**src/rtl/l2_axi_pkg.sv**
```systemverilog
// Shared state encodings and AXI constants for the L2-to-AXI bridge.
package l2_axi_pkg;
  typedef enum logic [1:0] {R_IDLE, R_AR, R_DATA, R_DONE} rd_state_e;
  typedef enum logic [1:0] {W_IDLE, W_AW, W_DATA, W_RESP} wr_state_e;

  localparam logic [1:0] AXI_BURST_INCR = 2'b01;
  localparam logic [2:0] AXI_SIZE_WORD  = 3'd2;
endpackage

```
**src/rtl/l2cache_axi_wser.sv**
```systemverilog
// Write-line serializer: holds the accepted line and steps one 32-bit word per W handshake.
module l2cache_axi_wser #(
  parameter  int OFFSET_WIDTH = 3,
  localparam int BEATS        = 1 << OFFSET_WIDTH,
  localparam int LW           = 32 * BEATS
) (
  input  logic          clk,
  input  logic          rst,
  input  logic          load_i,
  input  logic [LW-1:0] line_i,
  input  logic          suc_i,
  input  logic          adv_i,
  output logic [31:0]   wdata_o,
  output logic          wlast_o
);
  logic [LW-1:0]           line_q;
  logic [OFFSET_WIDTH-1:0] beat_q;

  always_ff @(posedge clk or posedge rst) begin
    if (rst) begin
      line_q <= '0;
      beat_q <= '0;
    end else if (load_i) begin
      line_q <= line_i;
      beat_q <= '0;
    end else if (adv_i) begin
      beat_q <= wlast_o ? '0 : beat_q + 1'b1;
    end
  end

  // Uncached writes are a single beat carrying the low word only.
  assign wdata_o = suc_i ? line_q[31:0] : line_q[{beat_q, 5'd0} +: 32];
  assign wlast_o = suc_i || (beat_q == OFFSET_WIDTH'(BEATS - 1));
endmodule

```
**src/rtl/l2cache_axi_bridge.sv**
```systemverilog
// Bridges L2 line fills/evictions (and uncached single accesses) onto an AXI master.
import l2_axi_pkg::*;

module l2cache_axi_bridge #(
  parameter  int OFFSET_WIDTH = 3,
  localparam int BEATS        = 1 << OFFSET_WIDTH,
  localparam int LW           = 32 * BEATS
) (
  input  logic          clk,
  input  logic          rst,
  input  logic [31:0]   addr_l2cache_mem_r,
  input  logic [31:0]   addr_l2cache_mem_w,
  input  logic [LW-1:0] dout_l2cache_mem,
  input  logic          l2cache_mem_req_r,
  input  logic          l2cache_mem_req_w,
  input  logic          l2cache_mem_rdy,
  input  logic          l2cache_mem_SUC,
  input  logic [3:0]    l2cache_mem_wstrb,
  input  logic [1:0]    l2cache_mem_size,
  output logic [LW-1:0] din_mem_l2cache,
  output logic          mem_l2cache_addrOK_r,
  output logic          mem_l2cache_addrOK_w,
  output logic          mem_l2cache_dataOK,
  output logic [31:0]   araddr,
  output logic [7:0]    arlen,
  output logic [2:0]    arsize,
  output logic [1:0]    arburst,
  output logic          arvalid,
  input  logic          arready,
  input  logic [31:0]   rdata,
  input  logic          rlast,
  input  logic          rvalid,
  output logic          rready,
  output logic [31:0]   awaddr,
  output logic [7:0]    awlen,
  output logic [2:0]    awsize,
  output logic [1:0]    awburst,
  output logic          awvalid,
  input  logic          awready,
  output logic [31:0]   wdata,
  output logic [3:0]    wstrb,
  output logic          wlast,
  output logic          wvalid,
  input  logic          wready,
  input  logic          bvalid,
  output logic          bready
);
  localparam int TAGL = OFFSET_WIDTH + 2;

  rd_state_e               r_state_q;
  logic [31:0]             raddr_q;
  logic                    rsuc_q;
  logic [1:0]              rsize_q;
  logic [OFFSET_WIDTH-1:0] rbeat_q;
  logic [LW-1:0]           din_q;

  wr_state_e               w_state_q;
  logic [31:0]             waddr_q;
  logic                    wsuc_q;
  logic [3:0]              wstrb_q;
  logic [1:0]              wsize_q;

  logic w_acc, r_acc, hazard;

  assign w_acc = !rst && l2cache_mem_req_w && (w_state_q == W_IDLE);

  // A read may not overtake a write to the same line, whether already in
  // flight or being accepted in this very cycle.
  assign hazard = ((w_state_q != W_IDLE) &&
                   (waddr_q[31:TAGL] == addr_l2cache_mem_r[31:TAGL])) ||
                  (w_acc && (addr_l2cache_mem_w[31:TAGL] == addr_l2cache_mem_r[31:TAGL]));

  assign r_acc = !rst && l2cache_mem_req_r && (r_state_q == R_IDLE) && !hazard;

  always_ff @(posedge clk or posedge rst) begin
    if (rst) begin
      r_state_q <= R_IDLE;
      raddr_q   <= '0;
      rsuc_q    <= 1'b0;
      rsize_q   <= '0;
      rbeat_q   <= '0;
      din_q     <= '0;
    end else begin
      case (r_state_q)
        R_IDLE: if (r_acc) begin
          raddr_q   <= addr_l2cache_mem_r;
          rsuc_q    <= l2cache_mem_SUC;
          rsize_q   <= l2cache_mem_size;
          r_state_q <= R_AR;
        end
        R_AR: if (arready) r_state_q <= R_DATA;
        R_DATA: if (rvalid) begin
          if (rsuc_q) din_q <= {{(LW-32){1'b0}}, rdata};
          else        din_q[{rbeat_q, 5'd0} +: 32] <= rdata;
          rbeat_q <= rlast ? '0 : rbeat_q + 1'b1;
          if (rlast) r_state_q <= R_DONE;
        end
        R_DONE: if (l2cache_mem_rdy) r_state_q <= R_IDLE;
        default: r_state_q <= R_IDLE;
      endcase
    end
  end

  always_ff @(posedge clk or posedge rst) begin
    if (rst) begin
      w_state_q <= W_IDLE;
      waddr_q   <= '0;
      wsuc_q    <= 1'b0;
      wstrb_q   <= '0;
      wsize_q   <= '0;
    end else begin
      case (w_state_q)
        W_IDLE: if (w_acc) begin
          waddr_q   <= addr_l2cache_mem_w;
          wsuc_q    <= l2cache_mem_SUC;
          wstrb_q   <= l2cache_mem_wstrb;
          wsize_q   <= l2cache_mem_size;
          w_state_q <= W_AW;
        end
        W_AW:   if (awready) w_state_q <= W_DATA;
        W_DATA: if (wready && wlast) w_state_q <= W_RESP;
        W_RESP: if (bvalid) w_state_q <= W_IDLE;
        default: w_state_q <= W_IDLE;
      endcase
    end
  end

  l2cache_axi_wser #(.OFFSET_WIDTH(OFFSET_WIDTH)) u_wser (
    .clk     (clk),
    .rst     (rst),
    .load_i  (w_acc),
    .line_i  (dout_l2cache_mem),
    .suc_i   (wsuc_q),
    .adv_i   (wvalid && wready),
    .wdata_o (wdata),
    .wlast_o (wlast)
  );

  assign mem_l2cache_addrOK_r = r_acc;
  assign mem_l2cache_addrOK_w = w_acc;
  assign mem_l2cache_dataOK   = (r_state_q == R_DONE) && l2cache_mem_rdy;
  assign din_mem_l2cache      = din_q;

  assign araddr  = raddr_q;
  assign arlen   = rsuc_q ? 8'd0 : 8'(BEATS - 1);
  assign arsize  = rsuc_q ? {1'b0, rsize_q} : AXI_SIZE_WORD;
  assign arburst = AXI_BURST_INCR;
  assign arvalid = (r_state_q == R_AR);
  assign rready  = (r_state_q == R_DATA);

  assign awaddr  = waddr_q;
  assign awlen   = wsuc_q ? 8'd0 : 8'(BEATS - 1);
  assign awsize  = wsuc_q ? {1'b0, wsize_q} : AXI_SIZE_WORD;
  assign awburst = AXI_BURST_INCR;
  assign awvalid = (w_state_q == W_AW);
  assign wvalid  = (w_state_q == W_DATA);
  assign wstrb   = wsuc_q ? wstrb_q : 4'hF;
  assign bready  = (w_state_q == W_RESP);
endmodule

```
**config.mk**
```make
export PLATFORM = sky130hd
export DESIGN_NAME = l2cache_axi_bridge
export DESIGN_NICKNAME = d
export VERILOG_FILES = /design/src/rtl/l2_axi_pkg.sv /design/src/rtl/l2cache_axi_wser.sv /design/src/rtl/l2cache_axi_bridge.sv
export SDC_FILE = /design/constraint.sdc
export NUM_CORES = 2
export LEC_CHECK = 0
export CORE_AREA = 2 2 298 300
export DETAILED_ROUTE_END_ITERATION = 8
export DIE_AREA = 0 0 300 302
export GPL_TIMING_DRIVEN = 0
export PLACE_DENSITY = 0.63
export SLEW_MARGIN = 20
export SYNTH_ARGS = -nofsm -noshare
export SYNTH_HDL_FRONTEND = slang
export SYNTH_HIERARCHICAL = 1
export SYNTH_SLANG_ARGS = --single-unit
```
**constraint.sdc**
```tcl
create_clock -name clk -period 20.2 [get_ports clk]
set_input_delay 4.04 -clock clk [delete_from_list [all_inputs] [get_ports clk]]
set_output_delay 4.04 -clock clk [all_outputs]
set_load 0.02 [all_outputs]
```
# After elaboration in Yosys (flattened, before gate mapping)
# Cells that the tools add are included.
[totals] reg_bits=596 inputBits=370 out_inout_bits=391 elab_cells=83
[classes] addsub=3 n_eq_ne=18 n_shift=3 muxes=23 reduce_logical=23
[ops] cell="$bwmux W256" count=1
[ops] cell="$mux W256" count=1
[ops] cell="$shift A32 B10 Y256 const A" count=1
[ops] cell="$shiftx A256 B9 Y32" count=1
[ops] cell="$shiftx A32 B10 Y256" count=1
[ops] cell="$eq A27 B27 Y1" count=2
[ops] cell="$mux W32" count=1
[ops] cell="$mux W2" count=11
[ops] cell="$mux W3" count=6
[ops] cell="$pmux W2 S4" count=2
[ops] cell="$ne A2 B2 Y1 const B" count=6
[ops] cell="$logic_and A1 B1 Y1" count=10
[ops] cell="$neg A8 Y10" count=1
[ops] cell="$eq A2 B2 Y1 const B" count=4
[ops] cell="$add A3 B1 Y3 const B" count=2
[ops] cell="$ne A2 B1 Y1 const B" count=3
[ops] cell="$reduce_and A2 Y1" count=3
[ops] cell="$reduce_and A5 Y1" count=1
[ops] cell="$eq A2 B1 Y1 const B" count=2
[ops] cell="$logic_not A2 Y1" count=2
[ops] cell="$mux W4" count=1
[ops] cell="$reduce_and A4 Y1" count=1
[ops] cell="$reduce_bool A2 Y1" count=2
[ops] cell="$eq A3 B3 Y1 const B" count=1
[ops] cell="2 further kinds" count=4

# Logic depth before layout (Yosys ltp)
[depth] depth_word=9 mapped_depth=10 mapped_depth_nobuf=8

# Hierarchy
# The synthesis kept the hierarchy.
[modules_own_cells] mod="l2cache_axi_bridge" n_inst=1 cells_per_inst=1034 area_each_um2=13630.6 seq_area_each_um2=8433.1
[modules_own_cells] mod="l2cache_axi_wser" n_inst=1 cells_per_inst=853 area_each_um2=12244.2 seq_area_each_um2=6481.2

# Worst setup path after synthesis
# Ideal clock, no wire load.
[synth_timing] path_type="input -> output" from="input port rst" to="output port mem_l2cache_addrOK_r" arrival_time_ps=13163 t_required_ps=16160 path_slack_ps=2997 path_stages=4 n_path_buf=1 path_cell_list="inv_1 -> o2111ai_1 -> nor2_2 -> buf_6"
[synth_between] elab_chain_len=7 word_cells_on_any_way=9 classes_between="9 x reduce/logical"
[synth_lines] item="from (decl)" line_no="l2cache_axi_bridge.sv:10" source="input logic rst,"
[synth_lines] item="$logic_not A1 Y1 (no source line) *"
[synth_lines] item="$logic_and A1 B1 Y1 (2 in a row)" line_no="l2cache_axi_bridge.sv:65" source="assign w_acc = !rst && l2cache_mem_req_w && (w_state_q == W_IDLE);"
[synth_lines] item="$logic_and A1 B1 Y1" line_no="l2cache_axi_bridge.sv:71" source="(w_acc && (addr_l2cache_mem_w[31:TAGL] == addr_l2cache_mem_r[31:TAGL]));"
[synth_lines] item="$logic_or A1 B1 Y1" line_no="l2cache_axi_bridge.sv:70" source="(waddr_q[31:TAGL] == addr_l2cache_mem_r[31:TAGL])) ||"
[synth_lines] item="$logic_not A1 Y1" line_no="l2cache_axi_bridge.sv:73" source="assign r_acc = !rst && l2cache_mem_req_r && (r_state_q == R_IDLE) && !hazard;"
[synth_lines] item="$logic_and A1 B1 Y1 *" line_no="l2cache_axi_bridge.sv:73"
[synth_lines] item="to (decl)" line_no="l2cache_axi_bridge.sv:21" source="output logic mem_l2cache_addrOK_r,"
# Mark *: on every way between the ends. The rest lies on a longest branch, timed or not.

# Worst setup path in the final report
# Ends and elaborated chain as after synthesis.

==> results.md <==
- CP peak stage delay: 0.65 ns
- CP max FO: 84
- Worst slew pin tran: 1.19 ns
- Final number of hold-violating endpoints: 0
- CTS root buf: clkbuf_16
- Critical path origin: rst
- Num CTS Buffers: 72
- Wire per inst: 24.6 µm
- Via count: 19141
- WP data required: 16.16 ns
- Mean cell area of the mapped netlist: 13.7 µm²
- CTS tree: done
- PortBufs: 712
- Top delay family on crit path: buffers and inverters
- NumNets Final: 3079
- Fin Clk Skew: 0.0363 ns
- Synth Cell Area: 25900 µm²
- Ys async rst share: 100%
- Final ANT Viol Nets: 0
- Crit Path Category: primary input to primary output
- Run status: completed
- DR iter-0 viols: 810
- Die width: 300 µm
- Post-DP HPWL: 73.2 mm
- Final setup margin: 8.95 ns
- DRC violations left: 0
- DRT Pass-1 Iters: 5
- Core area: 87600 µm²
- Yosys reg bits: 596
- Cell breakdown of the critical path: clkdlybuf4s50_1, inv_8, buf_16, o2111ai_1, nor2_2, buf_6, clkdlybuf4s50_1
- Congestion Overflow GR: 0
- Initial antenna violation count: 12
- Area leader, netlist: dfrtp_1
- Seq/Total Area, Yosys: 57.6%
- Tot Pwr: 5.51 mW
- First-pass GRT wire length: 139 mm
- H-tree Lvls: 3
- Die Footprint: 90600 µm²
- Share of cells above drive strength 1: 19.0%
- Syn Inst Count: 1887
- Area fraction of the dominant cell type after synthesis: 57.6%
- Startpoint Class: primary input
- Latest clock arrival within the worst-skew pair: 0.62 ns
- Final Setup Violations: 0
- Final number of max-transition violations: 0
- CTS Buffer Depth: 3
- Maximum clock rate: 0.0889 GHz
- Max IR drop VDD: 0.0955 mV
- Reg-to-Reg Start: rbeat_q[0]
- Clock sinks: 596
- Hold crit path type: flop to flop
- Tcrit/Tclk final: 55.7%
- Synthesis Warnings: 6
- WL final: 96.8 mm
- Largest net degree at the start of global routing: 116
- Final min period: 11.25 ns
- # IOs: 761
- Top_reg_cell synth: dfrtp_1
- Post-cts hold buffer count: 0
- WP buf/inv: 5
- Die Ht: 302 µm
- Vias/cell: 4.88
- Post-CTS setup buffers: 0
- CP max-delay cell: clkdlybuf4s50_1
- CTS resizes: 0
- Most frequent cells in the layout: 712 x clkdlybuf4s50_1, 596 x dfrtp_1, 269 x mux2_2, 224 x a22o_1, 129 x mux2_1
- P_leak: 15.7 nW
- Initial Utilization: 29.6%
- GRT Total Usage: 20.7%
- Hold WS: 0.480 ns
- CP Capture Type: primary output
- Clk pin slew, worst setup/hold paths: 0.06 ns
- Post-synth EDFFs: 0
- Hold path start: u_wser/line_q[188]
- Row count: 109
- Commonest non-fill, non-tap cell in the layout: clkdlybuf4s50_1
- Worst slack, placed: 8.77 ns
- Synth area leaders: dfrtp_1 58%, mux2_2 12%, a22o_1 7.6%
- Vias in the first global route: 20811
- Maximum capacitance violations: 0
- Rel. slew slack: 20.3%
- Number of distinct library cells after synthesis: 44
- Power per Cell Area: 148 nW/µm²
- RSZ-0062 raised after global routing: false
- Layout area overhead: 44.1%
- GPL Wtd Cong: 0.868
- WP data arrival: 7.21 ns
- Crit path top cell by count: clkdlybuf4s50_1
## worst paths after layout
path | endpoint | slack (ns) | depth (start not counted)
worst max-delay path | mem_l2cache_addrOK_r | 8.95 | 7
worst min-delay path | u_wser/line_q[188] | 0.48 | 1
worst max register to register | din_mem_l2cache[28] | 16.79 | 8
worst min register to register | u_wser/line_q[188] | 0.48 | 1
max in group asynchronous | din_mem_l2cache[205] | 14.73 | 4
min in group asynchronous | awaddr[24] | 4.02 | 2
## metrics by stage
step / area [µm²] / utilization, % / cells / TNS, ns
after floorplan: 25900 / - / 1901 / 0
after global placement: 34500 / 39.4 / 3778 / -1.84
after detailed placement: 34700 / 39.6 / 3783 / 0
after CTS: 37300 / 42.6 / 3917 / 0
after global routing: 37300 / 42.6 / 3924 / 0
final: 37300 / 42.6 / 3926 / 0
## synth_stat cells (all sizes together), types with 9 or more instances
cell type / n
mux2: 426
a22o: 224
mux2i: 65
nor4: 9
xnor2: 27
inv: 17
o22ai: 33
nor2: 16
nand2b: 11
ha: 17
o31ai: 32
dfrtp: 596
nand2: 128
o21ai: 40
buf: 87
clkbuf: 87
xor2: 27
## registers in the layout (all words and copies together) (netlist names)
| signal | cells |
|---|---|
| rsize_q | 2 |
| wsize_q | 2 |
| rbeat_q | 3 |
| rsuc_q | 1 |
| din_mem_l2cache | 256 |
| u_wser/beat_q | 3 |
| w_state_q | 2 |
| u_wser/line_q | 256 |
| wstrb_q | 4 |
| awaddr | 32 |
| araddr | 32 |
| r_state_q | 2 |
| wsuc_q | 1 |
## logic make-up (layout without fill, tap and decap cells)
family / Yosys count / count (layout) / synth area share (%)
AOI/OAI and AO/OA: 340 / 340 / 11.0
adders and majority gates: 17 / 17 / 0.822
other: 2 / 25 / 0.0290
DFF: 596 / 596 / 57.6
and+or+nand+nor: 196 / 196 / 3.42
muxes: 491 / 491 / 21.5
buffers and inverters: 191 / 1042 / 3.82
xor gates and xnor gates: 54 / 54 / 1.83
## cell type report
cell class,count,area [µm²]
diodes,9,22.5
plain buffers,174,926
clock buffers,107,2130
clock inverters,27,483
fillers,8085,50300
inverters,17,78.8
multi-input cells,1114,10000
flip-flops and latches,596,14900
well taps,1165,1460
repair buffers,717,7260
## power by group
part	internal [mW]	switching, mW	total, mW
logic	1.12	1.11	2.24
registers	1.61	0.257	1.87
clock network	0.855	0.545	1.40
total	3.59	1.91	5.51
## layer usage
| layer | up-vias | part of all wire, % | GRT usage, % |
|---|---|---|---|
| met1 | 9745 | 39 | 24.0 |
| met3 | 187 | 8.6 | 6.77 |
| met5 | - | 0.021 | 0 |
| met2 | 792 | 49 | 35.3 |
| met4 | 4 | 3.9 | 8.74 |
| li1 | 8413 | - | - |
No activity file was read; power rests on OpenSTA's default activity.
